**src/rtl/spram_arb_pkg.sv**
```systemverilog
// ============================================================================
// Module : spram_arb_pkg
// Brief  : Shared state encoding and port identifiers for the SPRAM arbiter.
// Rev    : 1.0 - initial release
// ============================================================================
`default_nettype none

package spram_arb_pkg;

    typedef enum logic [1:0] {
        IDLE    = 2'd0,
        ACCESS  = 2'd1,
        CAPTURE = 2'd2,
        ACK     = 2'd3
    } state_t;

    localparam logic PORT_A = 1'b0;
    localparam logic PORT_B = 1'b1;

endpackage

`default_nettype wire

```
**src/rtl/rr_arb2.sv**
```systemverilog
// ============================================================================
// Module : rr_arb2
// Brief  : Two-way combinational round-robin grant; ties go to the port that
//          did not win last time.
// Rev    : 1.0 - initial release
// ============================================================================
`default_nettype none

module rr_arb2
    import spram_arb_pkg::*;
(
    input  logic [1:0] req,
    input  logic       last_grant,
    output logic       grant_valid,
    output logic       grant_id
);

    always_comb begin
        grant_valid = |req;
        grant_id    = PORT_A;
        if (req == 2'b11) begin
            grant_id = ~last_grant;
        end else if (req[1]) begin
            grant_id = PORT_B;
        end
    end

endmodule

`default_nettype wire

```
**src/rtl/spram_arbiter.sv**
```systemverilog
// ============================================================================
// Module : spram_arbiter
// Brief  : Shares one single-port RAM between a CPU port (A, read/write) and a
//          video/DMA port (B, read-only) using fixed 4-cycle transactions.
// Rev    : 1.0 - initial release
// ============================================================================
`default_nettype none

module spram_arbiter
    import spram_arb_pkg::*;
#(
    parameter int ADDRWIDTH = 14,
    parameter int DATAWIDTH = 8
) (
    input  logic                 clock,
    input  logic                 reset,

    input  logic                 a_req,
    input  logic                 a_we,
    input  logic [ADDRWIDTH-1:0] a_addr,
    input  logic [DATAWIDTH-1:0] a_wdata,
    output logic                 a_ack,
    output logic [DATAWIDTH-1:0] a_rdata,

    input  logic                 b_req,
    input  logic [ADDRWIDTH-1:0] b_addr,
    output logic                 b_ack,
    output logic [DATAWIDTH-1:0] b_rdata,

    output logic [ADDRWIDTH-1:0] ram_address,
    output logic [DATAWIDTH-1:0] ram_data,
    output logic                 ram_wren,
    input  logic [DATAWIDTH-1:0] ram_q
);

    state_t state;
    state_t next_state;
    logic   owner;
    logic   last_grant;
    logic   is_write;
    logic   grant_valid;
    logic   grant_id;
    logic   load_grant;
    logic   end_access;
    logic   do_capture;

    rr_arb2 u_rr_arb2 (
        .req         ({b_req, a_req}),
        .last_grant  (last_grant),
        .grant_valid (grant_valid),
        .grant_id    (grant_id)
    );

    always_ff @(posedge clock) begin
        if (reset) begin
            state <= IDLE;
        end else begin
            state <= next_state;
        end
    end

    always_comb begin
        next_state = state;
        case (state)
            IDLE:    if (grant_valid) next_state = ACCESS;
            ACCESS:  next_state = CAPTURE;
            CAPTURE: next_state = ACK;
            ACK:     next_state = IDLE;
            default: next_state = IDLE;
        endcase
    end

    always_comb begin
        load_grant = (state == IDLE) && grant_valid;
        end_access = (state == ACCESS);
        do_capture = (state == CAPTURE);
    end

    // Request fields are latched at grant; later changes by the requester are ignored.
    always_ff @(posedge clock) begin
        if (reset) begin
            owner       <= PORT_A;
            last_grant  <= PORT_B;
            is_write    <= 1'b0;
            ram_address <= '0;
            ram_data    <= '0;
            ram_wren    <= 1'b0;
            a_ack       <= 1'b0;
            b_ack       <= 1'b0;
            a_rdata     <= '0;
            b_rdata     <= '0;
        end else begin
            a_ack <= 1'b0;
            b_ack <= 1'b0;

            if (load_grant) begin
                owner      <= grant_id;
                last_grant <= grant_id;
                if (grant_id == PORT_A) begin
                    ram_address <= a_addr;
                    ram_data    <= a_wdata;
                    ram_wren    <= a_we;
                    is_write    <= a_we;
                end else begin
                    ram_address <= b_addr;
                    ram_data    <= '0;
                    ram_wren    <= 1'b0;
                    is_write    <= 1'b0;
                end
            end

            if (end_access) begin
                ram_wren <= 1'b0;
            end

            if (do_capture) begin
                if (owner == PORT_A) begin
                    a_ack <= 1'b1;
                    if (!is_write) a_rdata <= ram_q;
                end else begin
                    b_ack   <= 1'b1;
                    b_rdata <= ram_q;
                end
            end
        end
    end

endmodule

`default_nettype wire

```
**config.mk**
```make
export PLATFORM = sky130hd
export DESIGN_NAME = spram_arbiter
export DESIGN_NICKNAME = d
export VERILOG_FILES = /design/src/rtl/spram_arb_pkg.sv /design/src/rtl/rr_arb2.sv /design/src/rtl/spram_arbiter.sv
export SDC_FILE = /design/constraint.sdc
export NUM_CORES = 1
export LEC_CHECK = 0
export BUFFER_PORTS_ARGS = -buffer_cell sky130_fd_sc_hd__buf_2
export CORE_ASPECT_RATIO = 1.25
export CORE_MARGIN = 2
export CORE_UTILIZATION = 41
export DETAILED_ROUTE_END_ITERATION = 7
export PLACE_DENSITY_LB_ADDON = 0.15
export SYNTH_ARGS = -nofsm -noshare
export SYNTH_HDL_FRONTEND = slang
export SYNTH_SLANG_ARGS = --single-unit
```
**constraint.sdc**
```tcl
create_clock -name clock -period 1.3 [get_ports clock]
set_input_delay 0.065 -clock clock [delete_from_list [all_inputs] [get_ports clock]]
set_output_delay 0.065 -clock clock [all_outputs]
set_load 0.1 [all_outputs]
```
==> metrics.txt, run 1 <==
Residual DRC 0; DR iter-0 viols 118; layout cells sized above 1 0.5446; hold path startpoint a_wdata[2]; CTS tree done; xor and xnor fraction of the mapped netlist area 0; first-pass GRT wire length 7.576 mm; Port Buffers 89; Post-Synth Simple-Gate Area 0.1807; Core ar. 0.004425 mm2; R2R Setup Slk -0.0006 ns; WL/cell 13.33 um; synthesized area 0.001883 mm2; Detail Route Antenna Nets 0; Initial Util 0.4255; total CTS buffers 5; crit path kind flip-flop to flip-flop; # H-tree levels 2; failing checks setup timing; area leader, netlist dfxtp_1; Clock Skew 0.005273 ns; area of the multi-input gates 998.5 um2; Final min period 1.301 ns; Layout Area Growth over Synthesis 52.29%; die area 0.005154 mm2; n_diodes 0; Yosys warnings 0; RSZ-0062 raised after global routing yes; clock transition at the registers of the reported paths 0.08 ns; worst-path fanout max 7; grt ovf 0; largest cells by area after synthesis dfxtp_1 49%, a21oi_1 8.2%, nand2_1 6.6%; clk buf depth 2; WHS Endpoint ram_data[2]$_SDFFE_PP0P_; CP Buf/Inv Count 1; Slew HR 0.6689; post-synthesis mux area share 0.04784; CP delay by family, top flip-flops; critical path depth in cells 5; pre-CTS WS -0.1057 ns; drt pass-1 iters 4; Crit Reg-Reg Startpoint state[1]$_SDFFE_PP0P_; Yosys reg bits 46; Pwr Density 2766 mW/mm2; crit-path max cell delay 0.37 ns; largest net degree at the start of global routing 23; most frequent cells in the layout 89 x buf_2, 33 x nand2_1, 29 x dfxtp_1; main combinational cell family by area after synthesis compound AO/OA/AOI/OAI gates; sequential area share after synthesis 0.4890; Syn Inst Count 212; Max-Cap Viols 0; # rows 27; Slew Viols, Final 0; Final GP Congestion 0.7710; initial antenna violation count 0; Final Hold Viols 0; HP Class input pin to flip-flop; fillers 401; crit end category flip-flop; IO Pins 90; total routed wirelength 4.957 mm; CP required 1.48 ns; clk sinks 46; slowest cell on the critical path dfxtp_4; register area 944.7 um2; CP startpoint kind flip-flop; WHS Path Cells 3; setup bufs post-CTS 0; detailed-route via count 1853; vias per inst 4.981; f_max 768.9 MHz; Critical Path, Cell by Cell inv_4 > ha_4 > nor3b_1 > mux2i_1 > nor2_1; post-synth top area share 0.4890; P_leak 1.272 nW; CTS root buffer clkbuf_8; Mapped Nets 264; # setup viols final 2; mean area per synthesized cell 8.882 um2; number of global-route vias before repair 1711; HPWL Detailed 3.310 mm; Slew @ Worst Pin 0.5000 ns; period utilization 1.000; commonest non-fill, non-tap cell in the layout buf_2; Reg-to-Reg End state[1]$_SDFFE_PP0P_; worst path arrival time 1.48 ns; outcome finished with violations; Compound-Gate Fraction of Synth Area 0.2060; worst vdd rail ir drop 0.001448 V; Final Util 0.6480; GRT Overall Usage 0.1905; final worst slack -0.0005906 ns; Netlist cell types 24; Nets 365; Die H 79.77 um; Clk Latency, worst-skew pair 0.30 ns; Synth Area in Adders 0.01993; r2r worst-path depth 5; Die Wd 64.62 um
-- per-layer routing --
layer	global-route usage	wire [um]
met1	0.2165	2094
met2	0.3344	2398
met3	0.06206	402
met4	0.06383	62
met5	0	0
-- worst reg2reg max path: cells and delay by family, from the launching register on --
family	cells	cell delay, ns
fa+ha+maj	1	0.20
buf+inv	1	0.06
mux	1	0.22
simple gates	2	0.33
flops	1	0.37
-- synth_stat cells (all sizes together) --
cell type / number
a21bo: 1
a211oi: 16
nand3: 17
ha: 3
nor2: 26
nor3: 1
mux2i: 9
dfxtp: 46
clkbuf: 6
a21oi: 32
nand2: 33
o21a: 1
inv: 2
buf: 11
or2: 1
a22oi: 1
a21boi: 1
a31oi: 1
o21ai: 1
nor3b: 3
-- sequential cells by signal (all words and copies together), names as in the netlist --
name and count:
owner 1, is_write 1, b_ack 1, last_grant 1
b_rdata 8, state 2, a_ack 1, ram_address 14
ram_wren 1, ram_data 8, a_rdata 8
-- what timing repair did --
action	CTS	global route
hold endpoints to repair	4	0
pin swaps	0	19
gates resized for setup	6	28
hold buffers	4	0
cloned	1	1
setup endpoints to repair	34	42
-- report_power, final --
group / switching [mW] / leakage, nW / internal [mW]
Clock: 0.481 / 0.0714 / 0.820
Sequential: 0.220 / 0.382 / 1.80
Combinational: 3.34 / 0.818 / 1.27
-- kinds of logic (layout without fill, tap and decap cells) --
kind of cell,Yosys count,in the layout
AND/OR/NAND/NOR,81,81
AO/OA/AOI/OAI,54,55
flip-flops,46,46
buffers and inverters,19,120
multiplexers,9,9
adder cells (fa/ha/maj),3,3
-- worst max path at each step --
stage                     startpoint                           end  slack, ns
6_report       state[1]$_SDFFE_PP0P_         state[1]$_SDFFE_PP0P_    -0.0006
5_1_grt        state[1]$_SDFFE_PP0P_         state[1]$_SDFFE_PP0P_      -0.07
4_1_cts        state[0]$_SDFFE_PP0P_       a_rdata[6]$_SDFFE_PP0P_      -0.02
3_5_place_dp   state[1]$_SDFFE_PP0P_  ram_address[13]$_SDFFE_PP0P_      -0.11
3_3_place_gp   state[1]$_SDFFE_PP0P_   ram_address[0]$_SDFFE_PP0P_      -0.06
2_1_floorplan  state[0]$_SDFFE_PP0P_         ram_wren$_SDFFE_PP0P_      0.008
-- final cells by class --
class                   instances  area share
multi-input cells             148      0.3482
clock inverters                 2     0.02094
inverters                       2    0.004363
repair buffers                110      0.2430
flip-flops and latches         46      0.3294
clock buffers                   6     0.02880
well taps                      58     0.02531
-- stage by stage --
stage	cell area, um2	cells	power, mW	TNS [ns]	hold slack [ns]
2_1_floorplan	1934	212	5.457	0	0.1985
3_3_place_gp	2519	358	6.177	-0.8106	0.3060
3_5_place_dp	2519	358	6.208	-1.897	0.3131
4_1_cts	2734	371	7.638	-0.08626	0.002646
5_1_grt	2868	372	8.296	-0.6307	0.008610
6_report	2868	372	7.932	-0.001152	0.01175
Note: power is estimated with default switching activity, not from simulation.
==> run 2: changes to the inputs <==
--- a/config.mk
+++ b/config.mk
@@ -5,6 +5,7 @@
 export SDC_FILE = /design/constraint.sdc
 export NUM_CORES = 1
 export LEC_CHECK = 0
+export ABC_AREA = 1
 export BUFFER_PORTS_ARGS = -buffer_cell sky130_fd_sc_hd__buf_2
 export CORE_ASPECT_RATIO = 1.25
 export CORE_MARGIN = 2
==> run 2 against run 1 <==
Highest routed layer unchanged. Worst hold slack gained 0.013 ns. Register-to-register slack gained 0.07 ns. Final area shrank 7.9%. Critical path depth grew 3. Sequential cell count is the same. Worst setup slack gained 0.071 ns. Synthesized cell count grew 25%. Sequential share of layout area grew 2.0 points. Synthesized area grew 1.7%. The flow now finishes without violations. Maximum frequency grew 5.7%. Sequential power shrank 5%. Cell count grew 13%.
==> metrics.txt, run 2 <==
outcome finished, final reports clean; hold path startpoint reset; GRT Overall Usage 0.1770; fillers 472; worst-path fanout max 9; largest cells by area after synthesis dfxtp_1 48%, nor2_1 12%, nand2_1 10%; Pwr Density 2518 mW/mm2; Max-Cap Viols 0; Nets 415; Netlist cell types 21; n_diodes 0; Detail Route Antenna Nets 0; detailed-route via count 1948; largest register by flop count ram_address; HP Class input pin to flip-flop; Crit Reg-Reg Startpoint state[0]$_SDFFE_PP0P_; final cell count without fillers 421; worst path arrival time 1.42 ns; # rows 27; Slew HR 0.6750; placed cells 412; Final GP Congestion 0.8093; Clock Skew 0.007929 ns; die area 0.005238 mm2; clk sinks 46; worst vdd rail ir drop 0.001454 V; area of the multi-input gates 865.8 um2; initial antenna violation count 0; crit path kind flip-flop to flip-flop; HPWL Detailed 3.223 mm; DR iter-0 viols 103; Die H 80.42 um; Initial Util 0.4296; Synth Flop Type dfxtp_1; Post-Synth Simple-Gate Area 0.3031; Clk Latency, worst-skew pair 0.29 ns; crit end category flip-flop; register area 923.4 um2; P_leak 1.353 nW; Syn Inst Count 266; hold_ws 0.02434 ns; Commonest cells post-synth 59 x nor2_1, 52 x nand2_1, 46 x dfxtp_1, 23 x o21ai_0, 21 x a21oi_1; main combinational cell family by area after synthesis simple AND/OR/NAND/NOR gates; WHS Path Cells 2; Port Buffers 89; setup bufs post-CTS 0; CTS root buffer clkbuf_8; Layout Area Growth over Synthesis 37.95%; Async SR Flop Fraction 0; total routed wirelength 4.582 mm; period utilization 0.9462; Synth Area in Adders 0.01960; Final TNS setup 0 ns; Reg-to-Reg End ram_address[13]$_SDFFE_PP0P_; synthesized area 0.001916 mm2; sequential area share after synthesis 0.4807; R2R Setup Slk 0.07 ns; first-pass GRT wire length 7.410 mm; clk buf depth 2; Post-synth EDFFs 0; most frequent cells in the layout 89 x buf_2, 59 x nor2_1, 52 x nand2_1; f_max 813.0 MHz; # setup viols final 0; Mapped Nets 318; number of global-route vias before repair 1746; # H-tree levels 2; Yosys reg bits 46; max reg flops 14; mean area per synthesized cell 7.201 um2; CTS tree done; overall power 6.653 mW; IO Pins 90; Yosys warnings 0; count leader, synth nor2_1; cts hold-fix bufs 0; Residual DRC 0; commonest non-fill, non-tap cell in the layout buf_2; WHS Endpoint is_write$_SDFFE_PP0P_; area leader, netlist dfxtp_1; post-synth top area share 0.4807; Final Util 0.5926; Slew Viols, Final 0; r2r worst-path depth 8; layout cells sized above 1 0.3361; WL/cell 10.88 um; largest net degree at the start of global routing 38; xor and xnor fraction of the mapped netlist area 0; Final Hold Viols 0; drt pass-1 iters 6; clock transition at the registers of the reported paths 0.08 ns; Die Wd 65.14 um; Slew @ Worst Pin 0.4909 ns; total CTS buffers 5; vias per inst 4.627; CP required 1.49 ns; grt ovf 0; Final min period 1.230 ns; Compound-Gate Fraction of Synth Area 0.1176; CP startpoint kind flip-flop; post-synthesis mux area share 0; Core ar. 0.004459 mm2
run 2: cell types whose count changed in the layout (fill, tap and decap cells not counted), moves of 4 or more:
cell	delta
a21oi_2	-4
o21ai_1	+8
nor2_2	-6
inv_1	+18
nor2_1	+39
dfxtp_1	+15
a211oi_2	-15
a21oi_1	-7
nand2_1	+19
dfxtp_2	-14
dlygate4sd3_1	-4
o21ai_0	+15
mux2i_1	-9
nand4_1	+8
run 2: area by class of cell:
| type | instances | share of cell area |
|---|---|---|
| clock buffers | 5 | 0.02604 |
| clock inverters | 2 | 0.003788 |
| inverters | 23 | 0.03267 |
| multi-input cells | 185 | 0.3277 |
| flip-flops and latches | 46 | 0.3494 |
| well taps | 58 | 0.02746 |
| repair buffers | 102 | 0.2330 |
run 2: critical path, stage by stage (launching register included):
cell       delay [ns]
dfxtp_2          0.33
inv_2            0.08
ha_4             0.15
inv_2            0.06
nor2_8           0.16
clkbuf_16        0.17
nand2_1          0.05
nor2_1           0.08
nor2_1           0.04
run 2: worst max-delay path by stage:
| stage | start | end | slack (ns) | cells after the start |
|---|---|---|---|---|
| after global routing | state[1]$_SDFFE_PP0P_ | ram_address[10]$_SDFFE_PP0P_ | -0.004 | 7 |
| final | state[0]$_SDFFE_PP0P_ | ram_address[13]$_SDFFE_PP0P_ | 0.07 | 8 |
| after floorplan | ram_address[0]$_SDFFE_PP0P_ | ram_address[0]$_SDFFE_PP0P_ | 0.0005 | 2 |
| after global placement | state[1]$_SDFFE_PP0P_ | ram_address[12]$_SDFFE_PP0P_ | 0.04 | 8 |
| after detailed placement | state[1]$_SDFFE_PP0P_ | ram_address[6]$_SDFFE_PP0P_ | -0.007 | 7 |
| after CTS | state[1]$_SDFFE_PP0P_ | is_write$_SDFFE_PP0P_ | 0.006 | 7 |
run 2: logic make-up after synthesis:
group | Yosys count
AND/OR/NAND/NOR | 137
flip-flops | 46
adder cells (fa/ha/maj) | 3
buffers and inverters | 35
AO/OA/AOI/OAI | 45
run 2: power breakdown:
group / switching (mW) / total [mW] / internal, mW / leakage [nW]
Clock: 0.445 / 0.806 / 0.361 / 0.0438
Sequential: 0.168 / 1.91 / 1.74 / 0.377
Combinational: 2.97 / 3.94 / 0.962 / 0.932
run 2: routing by layer:
layer,wire (um),GRT usage
met5,0,0
met3,249,0.04062
met4,65,0.06042
met1,2042,0.2132
met2,2224,0.3082
run 2: metrics by stage:
stage / setup slack [ns] / area [um2]
final: 0.06993 / 2643
after global routing: -0.004081 / 2643
after CTS: 0.005823 / 2571
after detailed placement: -0.006946 / 2489
after global placement: 0.04443 / 2489
after floorplan: 0.0005438 / 1916
run 2: timing repair:
action / CTS / global route
pin swaps: 0 / 0
resized for setup: 4 / 13
cloned: 0 / 2
endpoints found under the setup margin: 11 / 36
